`src/rtl/obstacle_generator.sv`:
```
// rtl/obstacle_generator.sv - 10-slot obstacle field: spawn, scroll, free, score and speed ramp
//
// Ports:
//   clk              in   frame clock (60 Hz), rising edge
//   rst_n            in   asynchronous active-low reset
//   gamemode         in   00 clear, 01 run, 10 pause, 11 crashed
//   obstacle_x_left  out  per-slot left x  (10 slots x 10 bits)
//   obstacle_x_right out  per-slot right x (10 slots x 10 bits)
//   obstacle_y_up    out  per-slot top y   (10 slots x 9 bits)
//   obstacle_y_down  out  per-slot bottom y (10 slots x 9 bits)
//   score            out  obstacles passed by the player, saturating
//   speed            out  current scroll speed in pixels/frame
module obstacle_generator #(
  parameter int          NUM_OBS       = 10,
  parameter int          SCREEN_W      = 640,
  parameter int          OBS_WIDTH     = 40,
  parameter int          UPPER_BOUND   = 20,
  parameter int          MIN_H         = 40,
  parameter int          H_STEP        = 8,
  parameter int          PLAYER_X_LEFT = 160,
  parameter int          SPAWN_MIN     = 45,
  parameter int          INIT_SPEED    = 4,
  parameter int          MAX_SPEED     = 8,
  parameter int          LEVEL_FRAMES  = 600,
  parameter logic [15:0] LFSR_SEED     = 16'hACE1
) (
  input  logic                         clk,
  input  logic                         rst_n,
  input  logic [1:0]                   gamemode,
  output logic [NUM_OBS-1:0][9:0]      obstacle_x_left,
  output logic [NUM_OBS-1:0][9:0]      obstacle_x_right,
  output logic [NUM_OBS-1:0][8:0]      obstacle_y_up,
  output logic [NUM_OBS-1:0][8:0]      obstacle_y_down,
  output logic [15:0]                  score,
  output logic [3:0]                   speed
);

  typedef enum logic [1:0] {
    GM_CLEAR = 2'b00,
    GM_RUN   = 2'b01,
    GM_PAUSE = 2'b10,
    GM_CRASH = 2'b11
  } gamemode_e;

  localparam int          PASS_W      = $clog2(NUM_OBS + 1);
  localparam logic [9:0]  SPAWN_XL    = 10'(SCREEN_W);
  localparam logic [9:0]  SPAWN_XR    = 10'(SCREEN_W + OBS_WIDTH);
  localparam logic [9:0]  PLAYER_X    = 10'(PLAYER_X_LEFT);
  localparam logic [8:0]  UPPER_C     = 9'(UPPER_BOUND);
  localparam logic [8:0]  MIN_H_C     = 9'(MIN_H);
  localparam logic [8:0]  H_STEP_C    = 9'(H_STEP);
  localparam logic [7:0]  SPAWN_MIN_C = 8'(SPAWN_MIN);
  localparam logic [3:0]  INIT_SPD_C  = 4'(INIT_SPEED);
  localparam logic [3:0]  MAX_SPD_C   = 4'(MAX_SPEED);
  localparam logic [15:0] LEVEL_LAST  = 16'(LEVEL_FRAMES - 1);

  logic [NUM_OBS-1:0][9:0] x_left_q,  x_left_d;
  logic [NUM_OBS-1:0][9:0] x_right_q, x_right_d;
  logic [NUM_OBS-1:0][8:0] y_up_q,    y_up_d;
  logic [NUM_OBS-1:0][8:0] y_down_q,  y_down_d;
  logic [15:0]             score_q,     score_d;
  logic [3:0]              speed_q,     speed_d;
  logic [7:0]              spawn_cnt_q, spawn_cnt_d;
  logic [15:0]             level_cnt_q, level_cnt_d;
  logic [15:0]             lfsr_q,      lfsr_d;

  logic [NUM_OBS-1:0]      slot_active;
  logic [NUM_OBS-1:0]      spawn_sel;
  logic                    free_found;
  logic [PASS_W-1:0]       pass_cnt;
  logic [16:0]             score_sum;
  logic [9:0]              speed_ext;
  logic [8:0]              spawn_y_up;
  logic [8:0]              spawn_y_down;

  assign speed_ext    = {6'd0, speed_q};
  assign spawn_y_up   = UPPER_C + {1'b0, lfsr_q[7:0]};
  assign spawn_y_down = spawn_y_up + MIN_H_C + ({5'd0, lfsr_q[13:10]} * H_STEP_C);

  // An all-zero slot is free; x_right 0 can never register as a hit.
  always_comb begin
    slot_active = '0;
    for (int i = 0; i < NUM_OBS; i++) begin
      slot_active[i] = |{x_left_q[i], x_right_q[i], y_up_q[i], y_down_q[i]};
    end
  end

  // Lowest-index free slot, judged on the pre-scroll state so a slot freed
  // this frame only becomes a spawn target on the next frame.
  always_comb begin
    spawn_sel  = '0;
    free_found = 1'b0;
    for (int i = 0; i < NUM_OBS; i++) begin
      if (!slot_active[i] && !free_found) begin
        spawn_sel[i] = 1'b1;
        free_found   = 1'b1;
      end
    end
  end

  always_comb begin
    x_left_d    = x_left_q;
    x_right_d   = x_right_q;
    y_up_d      = y_up_q;
    y_down_d    = y_down_q;
    score_d     = score_q;
    speed_d     = speed_q;
    spawn_cnt_d = spawn_cnt_q;
    level_cnt_d = level_cnt_q;
    pass_cnt    = '0;
    score_sum   = '0;
    // The LFSR free-runs in every gamemode so spawn heights depend on how
    // long the player idled, not just on the frame count since a clear.
    lfsr_d      = {lfsr_q[14:0], lfsr_q[15] ^ lfsr_q[13] ^ lfsr_q[12] ^ lfsr_q[10]};

    case (gamemode_e'(gamemode))
      GM_CLEAR: begin
        x_left_d    = '0;
        x_right_d   = '0;
        y_up_d      = '0;
        y_down_d    = '0;
        score_d     = '0;
        speed_d     = INIT_SPD_C;
        spawn_cnt_d = SPAWN_MIN_C;
        level_cnt_d = '0;
      end

      GM_RUN: begin
        for (int i = 0; i < NUM_OBS; i++) begin
          if (slot_active[i]) begin
            if (x_right_q[i] <= speed_ext) begin
              x_left_d[i]  = '0;
              x_right_d[i] = '0;
              y_up_d[i]    = '0;
              y_down_d[i]  = '0;
              if (x_right_q[i] >= PLAYER_X) begin
                pass_cnt = pass_cnt + PASS_W'(1);
              end
            end else begin
              x_right_d[i] = x_right_q[i] - speed_ext;
              x_left_d[i]  = (x_left_q[i] < speed_ext) ? 10'd0 : (x_left_q[i] - speed_ext);
              if ((x_right_q[i] >= PLAYER_X) && (x_right_d[i] < PLAYER_X)) begin
                pass_cnt = pass_cnt + PASS_W'(1);
              end
            end
          end
        end

        // The target slot was free, so the scroll loop left it alone and
        // the fresh obstacle is not moved in its spawn frame.
        if (spawn_cnt_q != 8'd0) begin
          spawn_cnt_d = spawn_cnt_q - 8'd1;
        end else if (free_found) begin
          for (int i = 0; i < NUM_OBS; i++) begin
            if (spawn_sel[i]) begin
              x_left_d[i]  = SPAWN_XL;
              x_right_d[i] = SPAWN_XR;
              y_up_d[i]    = spawn_y_up;
              y_down_d[i]  = spawn_y_down;
            end
          end
          spawn_cnt_d = SPAWN_MIN_C + {3'd0, lfsr_q[4:0]};
        end

        score_sum = {1'b0, score_q} + 17'(pass_cnt);
        score_d   = score_sum[16] ? 16'hFFFF : score_sum[15:0];

        if (level_cnt_q == LEVEL_LAST) begin
          level_cnt_d = '0;
          if (speed_q < MAX_SPD_C) begin
            speed_d = speed_q + 4'd1;
          end
        end else begin
          level_cnt_d = level_cnt_q + 16'd1;
        end
      end

      default: begin
        // Pause and crashed freeze the field; only the LFSR moves.
      end
    endcase
  end

  always_ff @(posedge clk or negedge rst_n) begin
    if (!rst_n) begin
      x_left_q    <= '0;
      x_right_q   <= '0;
      y_up_q      <= '0;
      y_down_q    <= '0;
      score_q     <= '0;
      speed_q     <= INIT_SPD_C;
      spawn_cnt_q <= SPAWN_MIN_C;
      level_cnt_q <= '0;
      lfsr_q      <= LFSR_SEED;
    end else begin
      x_left_q    <= x_left_d;
      x_right_q   <= x_right_d;
      y_up_q      <= y_up_d;
      y_down_q    <= y_down_d;
      score_q     <= score_d;
      speed_q     <= speed_d;
      spawn_cnt_q <= spawn_cnt_d;
      level_cnt_q <= level_cnt_d;
      lfsr_q      <= lfsr_d;
    end
  end

  assign obstacle_x_left  = x_left_q;
  assign obstacle_x_right = x_right_q;
  assign obstacle_y_up    = y_up_q;
  assign obstacle_y_down  = y_down_q;
  assign score            = score_q;
  assign speed            = speed_q;

endmodule

```
`config.mk`:
```
export PLATFORM = sky130hd
export DESIGN_NAME = obstacle_generator
export DESIGN_NICKNAME = d
export VERILOG_FILES = /design/src/rtl/obstacle_generator.sv
export SDC_FILE = /design/constraint.sdc
export NUM_CORES = 1
export LEC_CHECK = 0
export CAP_MARGIN = 25
export CORE_MARGIN = 3
export CORE_UTILIZATION = 55
export DETAILED_ROUTE_END_ITERATION = 12
export HOLD_SLACK_MARGIN = 0.05
export PLACE_DENSITY_LB_ADDON = 0.1
export SKIP_LAST_GASP = 1
export SLEW_MARGIN = 20
export SYNTH_ARGS = -nofsm -noshare
export SYNTH_HDL_FRONTEND = slang
export SYNTH_SLANG_ARGS = --single-unit
```
`constraint.sdc`:
```
create_clock -name clk -period 11.9 [get_ports clk]
set_input_delay 2.38 -clock clk [delete_from_list [all_inputs] [get_ports clk]]
set_output_delay 2.38 -clock clk [all_outputs]
set_load 0.05 [all_outputs]
```
==> metrics.md, run 1 <==
| Metric | Value |
|---|---|
| Status | finished, final reports clean |
| Crit-path most repeated cell | ha_1 |
| Max_slew headroom | 0.221 |
| Final Cycle Share | 0.887 |
| Top cells by area, synth | dfrtp_1, o21ai_0, nand2_1, ha_1, nor2_1 |
| # IOs | 404 |
| Power per cell area | 305 nW/um^2 |
| Total number of vias | approximately 26000 |
| Gates resized, CTS repair | 0 |
| Reg-to-Reg Start | speed[2]$_DFFE_PN1P_ |
| RSZ-0062 raised after global routing | false |
| Tot Pwr | about 9.7 mW |
| WS Path Type | flip-flop to flip-flop |
| GPL Wtd Cong | between 0.9 and 1 |
| Placed cell count | 3812 |
| Max FO, Critical Path | 20 |
| Worst reg2reg path endpoint | score[8]$_DFFE_PN0P_ |
| Initial DRC count | 2637 |
| TritonRoute pass-1 iters | 6 |
| Cts bufs inserted | 48 |
| DP Worst Slack | 1.61 ns |
| Initial core utilization | 0.559 |
| Reg2Reg Depth | 49 |
| Die area | 49000 um^2 |
| Port Buffers | between 400 and 500 |
| Largest vdd supply drop | 215 uV |
| Hold_buf cts | 0 |
| Fin. Hold Viols | 0 |
| Final wirelength | 95400 um |
| CTS clk-pin slew, worst paths | ~0.060 ns |
| Clock Skew | 0.0225 ns |
| Cell count after synthesis | 2886 |
| Max-Cap Viols | 0 |
| Die H | 221 um |
| Syn Area/Cell | 8.83 um^2 |
| Finished Layout Cells | roughly 4000 |
| Sum Neg Setup Slack | 0 ns |
| First-pass GRT wire length | 146000 um |
| Maximum number of pins on one net before global-route repair | between 100 and 150 |
| Ys flop type | dfrtp_1 |
| Row count | between 70 and 80 |
| DP HPWL | 67400 um |
| Startpoint Class | flip-flop |
| TritonCTS Sinks | 440 |
| Top post-synthesis cells by count | dfrtp_1, o21ai_0, nand2_1, nor2_1, a21oi_1 |
| Final max-slew violation count | 0 |
| WHS Endpoint | lfsr_q[10]$_DFF_PN1_ |
| Grt total ovfl | 0 |
| WL per Instance | 24.4 um |
| R2r setup slk | roughly 1.4 ns |
| Post-CTS Setup Inserts | 0 |
| Worst min-delay path category | flip-flop to flip-flop |
| Post-Synthesis Net Count | 3019 |
| Drt via density | 6.58 |
| Remaining DRCs | 0 |
| Sequential area share after synthesis | 0.433 |
| Layout Nets | 3399 |
| Clock latency on the worst-skew pair | 0.60 ns |
| Setup Viol. Count Final | 0 |
| Post-layout min period | 10.55 ns |
| Post-synth ARST share | 1.00 |
| Synth cell types | 95 |
| Die width | 221 um |
| Fillers | 3490 |
| Largest stage delay, worst path | between 0.5 and 0.6 ns |
| Vias in the first global route | 24600 |
| Share of the synthesized area in the top cell type | 0.419 |
| Hold_sp | lfsr_q[9]$_DFF_PN0_ |
| Yosys warning count | 0 |
| Initial antenna violation count | 2 |
| Fmax | between 0.09 and 0.1 GHz |
| Number of synthesized flops with an enable pin | 0 |
| CTS tree | done |
| Hold path cells | 0 |
| Critical path arrival | 11.07 ns |
| Root Buffer | clkbuf_16 |
| Core region area | 45600 um^2 |
| Total GRT Usage | 0.375 |
| Cell accounting for the most synthesized area | dfrtp_1 |
| Share of cells above drive strength 1 | 0.0629 |
| Least-Margin Pin Slew | 1.17 ns |
| Pleak | 14.1 nW |
| Synth Cell Area | 25500 um^2 |
| CP max stage cell | dfstp_2 |
| Crit path required time | 12.42 ns |
| Number of routed nets with antenna violations | 0 |
| Clock Tree Buf Depth | 3 |
| Yosys reg bits | 440 |
| Most numerous cell in the Yosys netlist | dfrtp_1 |
| H-tree Lvls | 2 |
| Crit path capture type | flip-flop |
| Area delta synth->final | 24.9% |
| Worst Slack Setup Final | between 1 and 1.5 ns |
[report_power, final]
part	leakage, nW	switching [mW]	internal, mW
clock network	0.781	0.641	0.879
logic	7.29	3.80	2.12
registers	5.99	0.478	1.79
[worst max-delay path by stage]
| stage | end | start | cells after the start |
|---|---|---|---|
| after floorplan | score[6]$_DFFE_PN0P_ | speed[1]$_DFFE_PN0P_ | 50 |
| after global placement | score[6]$_DFFE_PN0P_ | speed[2]$_DFFE_PN1P_ | 49 |
| after CTS | score[8]$_DFFE_PN0P_ | speed[2]$_DFFE_PN1P_ | 45 |
| after global routing | score[10]$_DFFE_PN0P_ | speed[2]$_DFFE_PN1P_ | 45 |
| final | score[8]$_DFFE_PN0P_ | speed[2]$_DFFE_PN1P_ | 49 |
| after detailed placement | score[8]$_DFFE_PN0P_ | speed[2]$_DFFE_PN1P_ | 45 |
[cell type report]
class,count,area (um^2),area share
Clock buffer,78,1500,0.0470
Multi-Input combinational cell,2209,13600,0.428
Clock inverter,11,92.6,0.00291
Timing Repair Buffer,449,4400,0.138
Tap cell,600,751,0.0236
Sequential cell,440,11000,0.347
Inverter,118,447,0.0140
Antenna cell,1,2.50,0.0000786
[layout by cell type (no fill, tap or decap), types with 13 or more instances in the layout]
master / netlist / layout
o31ai_1: 36 / 35
xor2_1: 32 / 29
nand2_1: 374 / 373
and3_1: 24 / 24
nor3_1: 64 / 63
xnor2_1: 46 / 45
inv_1: 116 / 114
or2_2: 28 / 28
o41ai_1: 16 / 16
nor2b_1: 33 / 33
clkdlybuf4s50_1: 0 / 400
or4_1: 16 / 16
ha_1: 107 / 107
clkbuf_1: 106 / 13
clkbuf_16: 0 / 49
nand2b_1: 54 / 54
o21ai_0: 403 / 402
dfstp_2: 13 / 13
clkbuf_8: 1 / 16
a22o_1: 44 / 44
o21a_1: 13 / 13
a21oi_1: 133 / 133
dfrtp_1: 427 / 425
fa_1: 22 / 22
nand3_1: 63 / 63
buf_4: 2 / 41
a31oi_1: 23 / 23
nor2_1: 230 / 229
o22ai_1: 41 / 41
a21o_1: 54 / 54
or3_1: 31 / 31
nand4_1: 29 / 29
nor4_1: 88 / 85
[registers in the layout, indices dropped and copies added, names as in the netlist]
register	flops
obstacle_y_down	90
obstacle_x_left	100
level_cnt_q	16
speed	4
score	16
obstacle_y_up	90
spawn_cnt_q	8
lfsr_q	16
obstacle_x_right	100
[cells by family (layout without fill, tap and decap cells)]
family,count (synthesis),count (layout),synth area share
XOR/XNOR,83,83,0.0310
multiplexers,10,10,0.00403
other,0,1,0
AO/OA/AOI/OAI,902,902,0.220
flip-flops,440,440,0.433
buffers and inverters,237,656,0.0367
AND/OR/NAND/NOR,1085,1085,0.206
adder cells (fa/ha/maj),129,129,0.0698
[through the flow]
stage	cell area, um^2	util	hold WS (ns)
after global placement	30200	0.662	0.335
after CTS	31800	0.697	0.358
after detailed placement	30200	0.663	0.339
after global routing	31800	0.698	0.366
after floorplan	25500	-	0.331
final	31800	0.698	0.358
[worst max-delay path: cells and delay by family, from the launching register on]
family / cells / cell delay [ns]
mux: 2 / 0.65
fa+ha+maj: 8 / 2.54
compound gates: 17 / 2.84
simple gates: 15 / 2.61
xor+xnor: 4 / 0.84
flops: 1 / 0.55
buf+inv: 3 / 0.43
[metal layers]
metal | wire (um) | part of all wire | track usage | up-vias
met4 | 4700 | 0.049 | 0.175 | 0
met1 | 37200 | 0.39 | 0.500 | 12700
met2 | 43200 | 0.45 | 0.585 | 1479
met5 | 0 | 0 | 0 | -
met3 | 10300 | 0.11 | 0.0858 | 247
li1 | - | - | - | 11300
Power figures use the tool's default switching activity.
==> inputs of run 2 (changes only) <==
- CORE_UTILIZATION: 55 -> 36
==> metrics.md, run 2 (synthesis gave the netlist of run 1 again) <==
| Metric | Value |
|---|---|
| Remaining DRCs | 0 |
| CP max stage cell | dfstp_2 |
| GPL Wtd Cong | 0.910 |
| DP HPWL | 77600 um |
| Power per cell area | ~300 nW/um^2 |
| Drt via density | 5.88 |
| Fmax | roughly 0.095 GHz |
| Setup Viol. Count Final | 0 |
| Grt total ovfl | 0 |
| Share of cells above drive strength 1 | 0.0685 |
| Fin Hold WS | around 0.35 ns |
| Die width | 272 um |
| Die area | 74000 um^2 |
| Register area | 11000 um^2 |
| Reg2Reg Depth | 45 |
| Row count | 96 |
| Layout Nets | 3403 |
| Area of the multi-input gates | 13600 um^2 |
| Pleak | 14.2 nW |
| Largest stage delay, worst path | 0.57 ns |
| Maximum number of pins on one net before global-route repair | between 150 and 200 |
| First-pass GRT wire length | 160000 um |
| Crit path capture type | flip-flop |
| Crit-path most repeated cell | ha_1 |
| Hold path cells | 0 |
| Worst min-delay path category | flip-flop to flip-flop |
| Sum Neg Setup Slack | 0 ns |
| Gates resized, CTS repair | 0 |
| Max FO, Critical Path | 12 |
| CTS clk-pin slew, worst paths | 0.06 ns |
| Worst reg2reg path endpoint | score[8]$_DFFE_PN0P_ |
| Commonest non-fill, non-tap cell in the layout | dfrtp_1 |
| Crit path required time | roughly 12 ns |
| WL per Instance | 25.2 um |
| Largest vdd supply drop | 145 uV |
| Placed cell count | 4145 |
| Initial DRC count | 2177 |
| Fin. Hold Viols | 0 |
| Total number of vias | 24900 |
| Critical path arrival | 11.09 ns |
| Reg-to-Reg Start | speed[2]$_DFFE_PN1P_ |
| Area delta synth->final | 27.6% |
| Number of routed nets with antenna violations | 0 |
| Clock Skew | 0.0290 ns |
| H-tree Lvls | 2 |
| Status | finished, final reports clean |
| Startpoint Class | flip-flop |
| Initial core utilization | 0.368 |
| Final wirelength | around 110000 um |
| Initial antenna violation count | 5 |
| Final Cycle Share | 0.886 |
| WHS Endpoint | lfsr_q[10]$_DFF_PN1_ |
| Post-layout min period | 10.54 ns |
| Core region area | 69300 um^2 |
| Commonest cells after routing, fill and taps aside | dfrtp_1, o21ai_0, clkdlybuf4s50_1, nand2_1, nor2_1 |
| Root Buffer | clkbuf_16 |
| Finished Layout Cells | around 4200 |
| Max_slew headroom | 0.263 |
| Die H | 272 um |
| Post-CTS Setup Inserts | 0 |
| DP Worst Slack | 1.54 ns |
| Clock latency on the worst-skew pair | 0.62 ns |
| TritonRoute pass-1 iters | 5 |
| Total GRT Usage | 0.282 |
| # IOs | 404 |
| Worst Slack Setup Final | 1.36 ns |
| Clock Tree Buf Depth | 3 |
| Hold_sp | lfsr_q[9]$_DFF_PN0_ |
| RSZ-0062 raised after global routing | false |
| Hold_buf cts | 0 |
| Port Buffers | just over 400 |
| Least-Margin Pin Slew | 1.10 ns |
| Fillers | 6563 |
| Max-Cap Viols | 0 |
| CTS tree | done |
| R2r setup slk | 1.36 ns |
| TritonCTS Sinks | between 400 and 500 |
| Cts bufs inserted | 52 |
| WS Path Type | flip-flop to flip-flop |
| Final max-slew violation count | 0 |
| Vias in the first global route | around 24000 |
## run 2: metrics by stage
| stage | power [mW] | utilization | instance area, um^2 |
|---|---|---|---|
| global placement | 8.09 | 0.442 | 30600 |
| detailed placement | 8.18 | 0.442 | 30600 |
| floorplan | 6.38 | - | 25500 |
| global route | 10.7 | 0.469 | 32500 |
| CTS | 9.98 | 0.469 | 32500 |
| finish | 9.99 | 0.469 | 32500 |
## run 2: worst max-delay path, delay by kind of cell, from the launching register on
family                     cells  cell delay [ns]
AOI/OAI and AO/OA             16             3.32
xor gates and xnor gates       4             0.83
adders and majority gates      8             2.39
buffers and inverters          3             0.59
DFF                            1             0.57
muxes                          2             0.67
and+or+nand+nor               12             2.08
## run 2: power breakdown
part | internal, mW | switching, mW
Sequential | 1.79 | 0.483
Clock | 1.05 | 0.699
Combinational | 2.13 | 3.85
Total | 4.96 | 5.03
## run 2: per-layer routing
metal	vias to the layer above	global-route usage	share of wire
met5	-	0	0
met4	0	0.0894	0.033
met3	179	0.0548	0.073
met2	997	0.459	0.46
met1	12500	0.379	0.43
li1	11300	-	-
## run 2: worst max path at each step
| stage | end | cells after the start | start |
|---|---|---|---|
| floorplan | score[6]$_DFFE_PN0P_ | 50 | speed[1]$_DFFE_PN0P_ |
| global placement | score[8]$_DFFE_PN0P_ | 45 | speed[2]$_DFFE_PN1P_ |
| detailed placement | score[8]$_DFFE_PN0P_ | 45 | speed[2]$_DFFE_PN1P_ |
| CTS | score[8]$_DFFE_PN0P_ | 45 | speed[2]$_DFFE_PN1P_ |
| global route | score[6]$_DFFE_PN0P_ | 45 | speed[2]$_DFFE_PN1P_ |
| finish | score[8]$_DFFE_PN0P_ | 45 | speed[2]$_DFFE_PN1P_ |
## run 2: cell type report
type / count / share of cell area
diodes: 1 / 0.0000769
clock buffers: 68 / 0.0456
flip-flops and latches: 440 / 0.339
multi-input cells: 2209 / 0.419
repair buffers: 449 / 0.135
inverters: 118 / 0.0138
well taps: 931 / 0.0358
clock inverters: 28 / 0.0112
==> RTL change, RTL diff (config.mk and constraints of run 1) <==
Change the parameter `NUM_OBS` from 10 to 11.
--- a/src/rtl/obstacle_generator.sv
+++ b/src/rtl/obstacle_generator.sv
@@ -11,7 +11,7 @@
 //   score            out  obstacles passed by the player, saturating
 //   speed            out  current scroll speed in pixels/frame
 module obstacle_generator #(
-  parameter int          NUM_OBS       = 10,
+  parameter int          NUM_OBS       = 11,
   parameter int          SCREEN_W      = 640,
   parameter int          OBS_WIDTH     = 40,
   parameter int          UPPER_BOUND   = 20,
Interface: changed (resized obstacle_x_left, obstacle_x_right, obstacle_y_down and obstacle_y_up); port bits go from 404 to 442. No check against the original RTL was run, so the function may have changed too.
==> RTL change against run 1 <==
Non-clock buffer count increased by 43; sequential power increased by 3%; area after synthesis increased by 9.2%; power increased by 2.0%; clock power increased by 9%; combinational power about the same; setup slack got worse by 0.54 ns; wire length increased by 11%; cell area increased by 9.4%; sequential cell count increased by 38; hold slack got worse by 0.0074 ns; utilization increased by 0.54 points; critical path type unchanged; largest cell class unchanged; largest power group unchanged.
==> RTL change: results (changes against run 1) <==
stage,metric,value,unit,change
clocking,Inserted Clock Buffers,52,,+8.3%
layout,layout cell share with drive strength beyond 1,6.14,%,-0.15 points
clocking,post_cts resized,0,,unchanged
drt,vias per cell,6.60,,+0.28%
synth,Syn Area/Cell,8.79,um^2,-0.40%
placed_design,Setup Slack @ Placement,0.818,ns,-0.791 ns
status,outcome,"complete, no violations",,
global_route,initial antenna violation count,4,,+2
clocking,"Clk Latency, worst-skew pair",0.62,ns,+0.02 ns
drt,DRT met1 WL,41500,um,+12%
worst_setup_path,critical path arrival,11.64,ns,+0.57 ns
drt,via count,28200,,+9.8%
clocking,clk buf depth,3,,unchanged
power_and_ir_drop,Clock power frac,16.7,%,+1.0 points
power_and_ir_drop,peak supply drop,169,uV,-22%
drt,Max Used Layer,met5,,
layout,ANT cells,0,,-1
clocking,CTS Root Cell,clkbuf_16,,
power_and_ir_drop,Sequential Power,2.33,mW,+3%
placed_design,Final GP Congestion,0.948,,+1.6%
synth,Mapped Nets,3308,,+9.6%
global_route,pin count of the biggest net entering global routing,154,,+33%
drt,met2 wire len,47700,um,+10%
placed_design,placed cells,4177,,+9.6%
synth,Synth top cells by count,"dfrtp_1, o21ai_0, nand2_1",,
worst_setup_path,CP top delay family,simple AND/OR/NAND/NOR gates,,
global_route,vias in the first global route,26700,,+8.3%
placed_design,port bufs,441,,+9.4%
worst_setup_path,largest stage delay on the critical path,0.51,ns,-0.04 ns
synth,register area share after synthesis,43.0,%,-0.22 points
layout,Final #Nets,3716,,+9.3%
sta,slew margin rel.,19.7,%,-2.5 points
clocking,H-tree depth,2,,unchanged
sta,Clock Skew,0.0283,ns,+0.00581 ns
power_and_ir_drop,P_int,4.97,mW,+3.7%
synth,"top cells by area, synth","dfrtp_1, o21ai_0, ha_1",,
synth,asr flop ratio synth,100,%,unchanged
global_route,global-route wire length before repair,160000,um,+9.8%
worst_setup_path,critical-path maximum fanout,11,,-45%
global_route,Tot GR Track Use,38.5,%,+1.0 points
drt,DR pass1 iterations,8,,+2
drt,met3 wire len,11400,um,+11%
placed_design,Detailed Place HPWL,74500,um,+10%
drt,Initial DRC Count,3002,,+14%
worst_setup_path,Slowest cell on crit path,dfrtp_2,,
power_and_ir_drop,leak pwr,15.3,nW,+9.2%
drt,wire per inst,24.8,um,+1.5%
power_and_ir_drop,Pwr Total,9.90,mW,+2.0%
-- RTL change: cell types whose count changed in the layout (fill, tap and decap cells not counted), sizes merged, moves of 12 or more --
| cell | delta |
|---|---|
| a21oi | +22 |
| a22o | +17 |
| a31oi | +12 |
| clkdlybuf4s50 | +38 |
| dfrtp | +38 |
| inv | +15 |
| nand3 | +13 |
| nor2 | +43 |
| nor3 | +14 |
| o21ai | +34 |
-- RTL change: metal layers --
metal	GRT usage (%)	up-vias
met5	0	-
met1	51.1	13800
met2	59.7	1673
li1	-	12400
met3	9.38	319
met4	18.0	6
-- RTL change: stage by stage --
step / instance area (um^2) / utilization [%]
final: 34800 / 70.4
after global routing: 34800 / 70.4
after CTS: 34700 / 70.2
after detailed placement: 33000 / 66.7
after global placement: 33000 / 66.7
after floorplan: 27800 / -
-- RTL change: worst paths after layout --
kind	from	end	slack, ns	depth (start not counted)
max in group asynchronous	rst_n	obstacle_y_up[70]	7.90	4
min in group asynchronous	rst_n	obstacle_y_up[41]	1.87	1
setup reg to reg	speed[1]	score[10]	0.81	46
setup / recovery	speed[1]	score[10]	0.81	46
hold / removal	lfsr_q[8]	lfsr_q[9]	0.35	0
hold reg to reg	lfsr_q[8]	lfsr_q[9]	0.35	0
-- RTL change: layout make-up --
class,count,area (um^2)
flip-flops and latches,478,12000
well taps,664,831
clock buffers,79,1510
multi-input cells,2416,14900
fillers,3865,14700
repair buffers,492,4850
inverters,132,499
clock inverters,16,198
-- RTL change: logic make-up after synthesis --
group | Yosys count | synth area share [%]
AO/OA/AOI/OAI | 1010 | 22.8
XOR/XNOR | 85 | 2.87
adder cells (fa/ha/maj) | 140 | 6.94
buffers and inverters | 270 | 3.66
flip-flops | 478 | 43.0
multiplexers | 15 | 0.576
AND/OR/NAND/NOR | 1166 | 20.1
